<file path="config.mk">
export PLATFORM = sky130hd
export DESIGN_NAME = intersection_gate
export DESIGN_NICKNAME = d
export VERILOG_FILES = /design/src/rtl/intersection_gate_pkg.sv /design/src/rtl/intersection_gate_light_permit.sv /design/src/rtl/intersection_gate.sv
export SDC_FILE = /design/constraint.sdc
export NUM_CORES = 1
export LEC_CHECK = 0
export ABC_AREA = 1
export CAP_MARGIN = 20
export CORE_ASPECT_RATIO = 1.4
export CORE_UTILIZATION = 49
export CTS_CLUSTER_SIZE = 10
export DETAILED_ROUTE_END_ITERATION = 8
export PLACE_DENSITY_LB_ADDON = 0.05
export SYNTH_ARGS = -nofsm -noshare
export SYNTH_HDL_FRONTEND = slang
export SYNTH_HIERARCHICAL = 1
export SYNTH_SLANG_ARGS = --single-unit
</file>
<file path="constraint.sdc">
create_clock -name clk -period 2.4 [get_ports clk]
set_input_delay 0.48 -clock clk [delete_from_list [all_inputs] [get_ports clk]]
set_output_delay 0.48 -clock clk [all_outputs]
set_load 0.01 [all_outputs]
</file>
<file path="src/rtl/intersection_gate_pkg.sv">
// Shared definitions for the stop-light interface: light codes, approach indices, turn
// encodings and the admission FSM state encoding.
package intersection_gate_pkg;

  localparam logic [2:0] LightStop      = 3'b000;
  localparam logic [2:0] LightFwdOnly   = 3'b001;
  localparam logic [2:0] LightLeftOnly  = 3'b010;
  localparam logic [2:0] LightRightOnly = 3'b011;
  localparam logic [2:0] LightGo        = 3'b100;

  localparam logic [1:0] ApprN = 2'd0;
  localparam logic [1:0] ApprS = 2'd1;
  localparam logic [1:0] ApprE = 2'd2;
  localparam logic [1:0] ApprW = 2'd3;

  localparam logic [1:0] TurnFwd   = 2'b00;
  localparam logic [1:0] TurnLeft  = 2'b01;
  localparam logic [1:0] TurnRight = 2'b10;
  localparam logic [1:0] TurnRsvd  = 2'b11;

  typedef enum logic {StIdle, StCrossing} state_e;

endpackage

</file>
<file path="src/rtl/intersection_gate_light_permit.sv">
// Decodes one approach's light code against a requested turn: returns whether the turn is
// permitted and whether the code itself is illegal.
module light_permit
  import intersection_gate_pkg::*;
(
  input  logic [2:0] code_i,
  input  logic [1:0] turn_i,
  output logic       permit_o,
  output logic       illegal_o
);

  always_comb begin
    permit_o  = 1'b0;
    illegal_o = 1'b0;
    case (code_i)
      LightStop:      permit_o = 1'b0;
      LightFwdOnly:   permit_o = (turn_i == TurnFwd);
      LightLeftOnly:  permit_o = (turn_i == TurnLeft);
      LightRightOnly: permit_o = (turn_i == TurnRight);
      LightGo:        permit_o = (turn_i != TurnRsvd);
      default:        illegal_o = 1'b1;
    endcase
  end

endmodule

</file>
<file path="src/rtl/intersection_gate.sv">
// Admission controller: lets at most one car at a time into the intersection, holds it busy
// for CrossCycles cycles, and records light conflicts and illegal codes in sticky flags.
module intersection_gate
  import intersection_gate_pkg::*;
#(
  parameter int unsigned CrossCycles = 4
) (
  input  logic        clk,
  input  logic        rst,
  input  logic [2:0]  light_n_i,
  input  logic [2:0]  light_s_i,
  input  logic [2:0]  light_e_i,
  input  logic [2:0]  light_w_i,
  input  logic [3:0]  req_valid_i,
  input  logic [7:0]  req_turn_i,
  output logic [3:0]  req_ready_o,
  output logic        busy_o,
  output logic [1:0]  cross_dir_o,
  output logic [1:0]  cross_turn_o,
  output logic [15:0] pass_count_o,
  output logic        conflict_o,
  output logic        illegal_code_o
);

  localparam logic [7:0] TimerLoad = 8'(CrossCycles - 1);

  logic [3:0][2:0] lights;
  logic [3:0]      permit;
  logic [3:0]      illegal;
  logic [2:0]      non_stop_cnt;
  logic            any_illegal;
  logic [3:0]      admit_vec;
  logic [1:0]      admit_idx;

  state_e      state_q, state_d;
  logic [7:0]  timer_q, timer_d;
  logic [1:0]  dir_q, dir_d;
  logic [1:0]  turn_q, turn_d;
  logic [15:0] pass_count_q, pass_count_d;
  logic        conflict_q, conflict_d;
  logic        illegal_q, illegal_d;

  assign lights = {light_w_i, light_e_i, light_s_i, light_n_i};

  for (genvar g = 0; g < 4; g++) begin : g_permit
    light_permit u_light_permit (
      .code_i    (lights[g]),
      .turn_i    (req_turn_i[2*g +: 2]),
      .permit_o  (permit[g]),
      .illegal_o (illegal[g])
    );
  end

  always_comb begin
    non_stop_cnt = '0;
    for (int i = 0; i < 4; i++) begin
      non_stop_cnt = non_stop_cnt + 3'(lights[i] != LightStop);
    end
  end

  assign any_illegal = |illegal;

  // Permit requires a non-Stop light, so with at most one non-Stop light only one bit can rise.
  always_comb begin
    req_ready_o = '0;
    if (state_q == StIdle && non_stop_cnt <= 3'd1 && !any_illegal) begin
      req_ready_o = req_valid_i & permit;
    end
  end

  assign admit_vec = req_valid_i & req_ready_o;

  always_comb begin
    admit_idx = '0;
    for (int i = 0; i < 4; i++) begin
      if (admit_vec[i]) admit_idx = 2'(i);
    end
  end

  always_comb begin
    state_d      = state_q;
    timer_d      = timer_q;
    dir_d        = dir_q;
    turn_d       = turn_q;
    pass_count_d = pass_count_q;
    unique case (state_q)
      StIdle: begin
        if (|admit_vec) begin
          state_d      = StCrossing;
          timer_d      = TimerLoad;
          dir_d        = admit_idx;
          turn_d       = req_turn_i[2*admit_idx +: 2];
          pass_count_d = pass_count_q + 16'd1;
        end
      end
      StCrossing: begin
        if (timer_q == 8'd0) begin
          state_d = StIdle;
          dir_d   = '0;
          turn_d  = '0;
        end else begin
          timer_d = timer_q - 8'd1;
        end
      end
      default: state_d = StIdle;
    endcase
  end

  assign conflict_d = conflict_q | (non_stop_cnt >= 3'd2);
  assign illegal_d  = illegal_q | any_illegal;

  always_ff @(posedge clk or negedge rst) begin
    if (!rst) begin
      state_q      <= StIdle;
      timer_q      <= '0;
      dir_q        <= '0;
      turn_q       <= '0;
      pass_count_q <= '0;
      conflict_q   <= 1'b0;
      illegal_q    <= 1'b0;
    end else begin
      state_q      <= state_d;
      timer_q      <= timer_d;
      dir_q        <= dir_d;
      turn_q       <= turn_d;
      pass_count_q <= pass_count_d;
      conflict_q   <= conflict_d;
      illegal_q    <= illegal_d;
    end
  end

  assign busy_o         = (state_q == StCrossing);
  assign cross_dir_o    = dir_q;
  assign cross_turn_o   = turn_q;
  assign pass_count_o   = pass_count_q;
  assign conflict_o     = conflict_q;
  assign illegal_code_o = illegal_q;

endmodule

</file>
## Word level (Yosys, flattened, before mapping)

Index checks and enable logic that the tools add are counted.

- Output and inout port bits: 27
- Flip-flop bits (word level): 31
- Logic and storage cells: 99
- Bits of input ports: 26

- Mux-type cells: 23
- Bitwise gates (word level): 5
- Add/subtract/negate cells: 5
- Eq/ne operators: 31
- Reduce and logical (&&, ||, !) cells: 25
- $lt $le $gt $ge: 2
- Shift-type cells: 1

Operator list:

| operator | number |
|---|---|
| equality test 3 x 2 -> 1 bit (second input constant) | 8 |
| OR reduction 5 bit | 4 |
| adder 16 x 1 -> 16 bit (second input constant) | 1 |
| two-way mux 8 bit | 2 |
| case mux 1 bit (4 select lines) | 4 |
| case mux 8 bit (2 select lines) | 1 |
| equality test 3 x 1 -> 1 bit (second input constant) | 4 |
| equality test 3 bit (second input constant) | 4 |
| logical NOT 3 bit | 4 |
| nonzero test 3 bit | 4 |
| two-way mux 2 bit | 5 |
| inequality test 2 bit (second input constant) | 5 |
| bitwise AND 4 bit | 2 |
| equality test 2 x 1 -> 1 bit (second input constant) | 4 |
| equality test 2 bit (second input constant) | 4 |
| logical NOT 2 bit | 4 |
| logical NOT 8 bit | 1 |
| case mux 2 bit (2 select lines) | 2 |
| OR reduction 4 bit | 2 |
| indexed part select 8 x 4 -> 2 bit | 1 |
| subtractor 8 x 1 -> 8 bit (second input constant) | 1 |
| two-way mux 1 bit | 7 |
| AND reduction 2 bit | 3 |
| two-way mux 4 bit | 1 |
| 11 further kinds | 14 |

## Longest topological paths before layout

- Depth in word-level cells: 15
- Mapped depth: 15

## Modules after synthesis

The synthesis kept the hierarchy.

By module, submodules not included:

| module | instances | cells each | area each (um2) |
|---|---|---|---|
| intersection_gate | 1 | 227 | 1,818.0 |
| light_permit | 4 | 14 | 56.3 |

## Worst setup path before layout

Ideal clock, no wire load.

- Path kind: input to register
- From: input port light_n_i[1]
- To: register pass_count_q[6] (netlist: pass_count_o[6])
- Setup time: 0.127 ns
- Data arrival time: 2.405 ns
- Stages: 10
- Path buffers: 1
- Setup slack: -0.131 ns
- Data required time: 2.273 ns
- Cell sequence: or3_1 fa_1 a21oi_4 nand2_4 nor2_2 nor2_4 nand2_4 buf_8 nand2_2 xnor2_2

- Word-level cells in the longest chain between the ends: 11
- Elaborated cells between the ends (all ways): 22
- Classes of those cells: add/sub (3); order compare (1); eq/ne (4); mux (3); bitwise (2); reduce/logical (9)

RTL lines:

| item | RTL line | text |
|---|---|---|
| start: declaration | intersection_gate.sv:10 | `input logic [2:0] light_n_i,` |
| nonzero test 3 bit | intersection_gate.sv:57 | `non_stop_cnt = non_stop_cnt + 3'(lights[i] != LightStop);` |
| adder 1 x 1 -> 2 bit | intersection_gate.sv:57 |  |
| adder 2 x 1 -> 3 bit | intersection_gate.sv:57 |  |
| adder 3 x 1 -> 3 bit | intersection_gate.sv:57 |  |
| less-or-equal comparator 3 x 1 -> 1 bit | intersection_gate.sv:66 | `if (state_q == StIdle && non_stop_cnt <= 3'd1 && !any_illegal) begin` |
| logical AND 1 bit | intersection_gate.sv:66 |  |
| logical AND 1 bit (*) | intersection_gate.sv:66 |  |
| two-way mux 4 bit (*) | intersection_gate.sv:66 |  |
| net req_ready_o[1] | intersection_gate.sv:16 | `output logic [3:0] req_ready_o,` |
| bitwise AND 4 bit (*) | intersection_gate.sv:71 | `assign admit_vec = req_valid_i & req_ready_o;` |
| OR reduction 4 bit (*) | intersection_gate.sv:88 | `if (\|admit_vec) begin` |
| AND reduction 2 bit (no line) (*) | -- |  |
| end signal: assignment | intersection_gate.sv:126 | `pass_count_q <= pass_count_d;` |
| end: declaration | intersection_gate.sv:39 | `logic [15:0] pass_count_q, pass_count_d;` |

Mark *: on every way through the listed nets, which the timed path passes. The rest lies on a longest branch.
A chain may end at the register's enable or synchronous reset.

## Final worst setup path

- From: input port light_w_i[2]
- To: output port req_ready_o[1]

- Word-level cells in the longest chain between the ends: 7
- Elaborated cells between the ends (all ways): 15
- Classes of those cells: add/sub (1); order compare (1); eq/ne (4); mux (2); reduce/logical (7)

RTL lines:

| item | RTL line | text |
|---|---|---|
| start: declaration | intersection_gate.sv:13 | `input logic [2:0] light_w_i,` |
| parallel branches: the longest is 5 deep, another holds adder 3 x 1 -> 3 bit | -- |  |
| logical AND 1 bit (*) | intersection_gate.sv:66 |  |
| two-way mux 4 bit (*) | intersection_gate.sv:66 |  |
| end: declaration | intersection_gate.sv:16 |  |

Mark *: on every way between the ends.

==> results.cfg <==
[run_status]
run_status = complete, but fails checks
failed_checks = negative setup slack

[logic_synthesis]
async_set_reset_flop_share_out_of_synthesis_pct = 100
synth_top_area_cell = sky130_fd_sc_hd__dfrtp_1
ys_warn_count = 6
syn_area_mm2 = 0.00204
synth.cells.most_frequent = sky130_fd_sc_hd__nand2_1, sky130_fd_sc_hd__inv_1, sky130_fd_sc_hd__nor2_1
synth_edf_count = 0
synth.ff_latch_count = 31
netlist-cell-type-count = 29
mappedNetlistNets = 312
yosysMostFrequentCell = sky130_fd_sc_hd__nand2_1
synth-main-ff-cell = sky130_fd_sc_hd__dfrtp_1
synth.area.top_cells = sky130_fd_sc_hd__dfrtp_1, sky130_fd_sc_hd__nand2_1, sky130_fd_sc_hd__inv_1
syn-instance-count = 283
yosys.area.top_type_share_pct = 38.0
synth_seq_area_share_pct = 38.0
syn_area_per_cell_um2 = 7.22

[routing]
route.detailed.drc = 0
vias_per_cell = 5.11
drtPass1Iterations = 4
avgRoutedWirePerCell_um = 13.5
final_antenna_net_count = 0
routed-via-count = 2225
postRouteWirelength_um = 5870
dr.first_iter.drc_count = 130

[clock_tree]
cts-root-buf = sky130_fd_sc_hd__clkbuf_8
cts_hold_repair.buffers = 0
tritoncts.num_buffers = 5
cts.sinks = 31
worstSkewPairLatency_ns = 0.28
cts.clk_slew.worst_paths_ns = 0.06
clock_path_buffers = 2
cts-htree-levels = 2
cts_tree = done

[die]
die_height_um = 78.4
ios = 53
chipWidth_um = 56.6
design.die.area_mm2 = 0.00444
placement_rows = 27
area_of_the_placeable_core_mm2 = 0.00395
initial_utilization_pct = 51.7

[timing]
final-setup-viol-count = 32
rsz_0062_raised_after_global_routing = yes
final_worst_path_cycle_share_pct = 107
finalHoldWorstSlack_ns = 0.475
slew_viol_final = 0
finalHoldViolCount = 0
fmax_mhz = 391
post-route-min-period_ns = 2.56
timing.final.ws_setup_ns = -0.160
max_slew.worst_pin.slew_ns = 0.402
setup_skew_after_layout_ns = 0.00283
timing.slew.headroom_pct = 73.0

[power]
max-vdd-ir-drop_uv = 574
power_per_cell_area_mw_per_mm2 = 415
fin_total_pwr_mw = 1.37
p_leak_nw = 1.73

[cells_and_area]
final_cells = 435
area_growth_syn_to_layout_pct = 61.6
post_route_cells_drive_above_1_share_pct = 27.3
num_antenna_cells = 0
finalNetCount = 420

[setup_path]
worst_setup_start_kind = input pin
cp_data_required_time_ns = 1.92
reg2reg_launch_point = pass_count_o[1]
critical_path_class = in -> out
reg2reg_depth = 7
end_kind = primary output
critical_path_arrival_ns = 2.08
critical_path_peak_fanout = 4
timing.rr.end = pass_count_o[13]
reg2reg_slack_ns = 0.57

[global_route]
grt_util_met2_pct = 47.2
grt_pass1_wl_um = 8830
gr-total-overflow = 0
busiest_layer = met2
met1_usage_pct = 26.9
via_count_of_the_first_global_routing_pass = 2104
globalRouteTotalUtil_pct = 25.4
grt_start_max_net_pins = 32
gr-usage-met3_pct = 5.27
antenna_found_initial = 0

[min_path]
hold-path-cell-count = 2
min_to = conflict_o
class_of_the_worst_hold_path = reg -> reg
hp-start = conflict_o

[run]
drv.max_cap_violation_count = 0

[placed_design]
place.port_buffers = 52
dp.final_hpwl_um = 3740
placedCellCount = 414
gp_routability_congestion = 0.798
[state kept, by name (all words and copies together), names as in the netlist]
signal	cells
pass_count_o	16
timer_q	8
cross_dir_o	2
cross_turn_o	2
busy_o	1
conflict_o	1
illegal_code_o	1
[cell families after synthesis]
group	count (synthesis)	share of synthesized area (%)
AO/OA/AOI/OAI	23	6.37
XOR/XNOR	18	8.45
adder cells (fa/ha/maj)	3	2.20
buffers and inverters	47	9.55
flip-flops	31	38.0
AND/OR/NAND/NOR	161	35.5
[power breakdown]
part	switching, mW	total [mW]	internal (mW)
Clock	0.190	0.393	0.203
Sequential	0.0369	0.597	0.560
Combinational	0.198	0.379	0.181
Total	0.425	1.37	0.944
[worst max-delay path by stage]
stage / start / endpoint / slack [ns] / cells past startpoint
floorplan: light_w_i[1] / pass_count_o[6] / -0.04 / 10
global placement: light_w_i[1] / req_ready_o[1] / -0.90 / 7
detailed placement: light_w_i[1] / req_ready_o[1] / -0.95 / 7
finish: light_w_i[2] / req_ready_o[1] / -0.16 / 8
global route: light_w_i[2] / req_ready_o[1] / -0.22 / 8
CTS: light_n_i[2] / req_ready_o[2] / -0.18 / 8
[metal layers]
| layer | wire length, um | up-vias |
|---|---|---|
| met4 | 190 | 0 |
| met1 | 2220 | 1019 |
| li1 | - | 1116 |
| met5 | 0 | - |
| met3 | 215 | 22 |
| met2 | 3240 | 68 |
[critical path, stage by stage]
cell and delay [ns]:
sky130_fd_sc_hd__buf_6 0.09, sky130_fd_sc_hd__or3_4 0.38, sky130_fd_sc_hd__fa_1 0.53, sky130_fd_sc_hd__a21oi_4 0.16, sky130_fd_sc_hd__buf_6 0.13, sky130_fd_sc_hd__nand2_8 0.06, sky130_fd_sc_hd__nor2_4 0.13, sky130_fd_sc_hd__buf_6 0.11
[repair_timing]
action,in CTS,in global routing
gates resized for setup,88,25
endpoints found under the setup margin,33,32
hold endpoints to repair,0,0
gates cloned,3,1
pin swaps,13,11
buffers inserted,6,4
[cells in the final DEF, fill, tap and decap left out]
| cell | instances |
|---|---|
| sky130_fd_sc_hd__and2_1 | 1 |
| sky130_fd_sc_hd__nand4_1 | 5 |
| sky130_fd_sc_hd__nor4_1 | 1 |
| sky130_fd_sc_hd__o21ai_0 | 4 |
| sky130_fd_sc_hd__nor2_2 | 1 |
| sky130_fd_sc_hd__buf_12 | 3 |
| sky130_fd_sc_hd__nand3_4 | 2 |
| sky130_fd_sc_hd__buf_4 | 34 |
| sky130_fd_sc_hd__nand2_1 | 61 |
| sky130_fd_sc_hd__clkinv_4 | 1 |
| sky130_fd_sc_hd__inv_1 | 43 |
| sky130_fd_sc_hd__nor2_1 | 34 |
| sky130_fd_sc_hd__nand2_4 | 2 |
| sky130_fd_sc_hd__clkdlybuf4s50_1 | 39 |
| sky130_fd_sc_hd__or2_2 | 1 |
| sky130_fd_sc_hd__nor3_1 | 6 |
| sky130_fd_sc_hd__or3_4 | 3 |
| sky130_fd_sc_hd__clkbuf_8 | 5 |
| sky130_fd_sc_hd__nor2_4 | 5 |
| sky130_fd_sc_hd__a21oi_1 | 2 |
| sky130_fd_sc_hd__nand2_8 | 5 |
| sky130_fd_sc_hd__o21ai_2 | 1 |
| sky130_fd_sc_hd__nand2_2 | 9 |
| sky130_fd_sc_hd__buf_6 | 17 |
| sky130_fd_sc_hd__xor2_1 | 16 |
| sky130_fd_sc_hd__ha_1 | 2 |
| sky130_fd_sc_hd__xnor2_2 | 2 |
| sky130_fd_sc_hd__dfrtp_1 | 31 |
| sky130_fd_sc_hd__fa_1 | 1 |
| sky130_fd_sc_hd__o21ai_1 | 14 |
| sky130_fd_sc_hd__nand3_2 | 6 |
| sky130_fd_sc_hd__clkbuf_1 | 2 |
| sky130_fd_sc_hd__nand3b_1 | 3 |
| sky130_fd_sc_hd__nand3_1 | 20 |
| sky130_fd_sc_hd__clkinv_2 | 1 |
| sky130_fd_sc_hd__buf_2 | 7 |
| sky130_fd_sc_hd__a21oi_4 | 2 |
[layout make-up]
| class | instances | area (um^2) |
|---|---|---|
| multi-input combinational | 209 | 1290 |
| fill | 256 | 651 |
| tap | 43 | 53.8 |
| clock buffer | 7 | 76.3 |
| timing repair buffer | 100 | 932 |
| sequential | 31 | 776 |
| inverter | 44 | 170 |
| clock inverter | 1 | 5.00 |
[stage by stage]
| stage | setup slack (ns) | util [%] | setup TNS [ns] | instance area (um^2) |
|---|---|---|---|---|
| 2_1_floorplan | -0.0413 | - | -0.120 | 2070 |
| 3_3_place_gp | -0.904 | 73.9 | -23.59 | 2920 |
| 3_5_place_dp | -0.952 | 73.9 | -25.24 | 2920 |
| 5_1_grt | -0.222 | 83.5 | -4.94 | 3300 |
| 4_1_cts | -0.183 | 79.9 | -1.52 | 3160 |
| 6_report | -0.160 | 83.5 | -2.70 | 3300 |
Note: power is estimated with default switching activity, not from simulation.
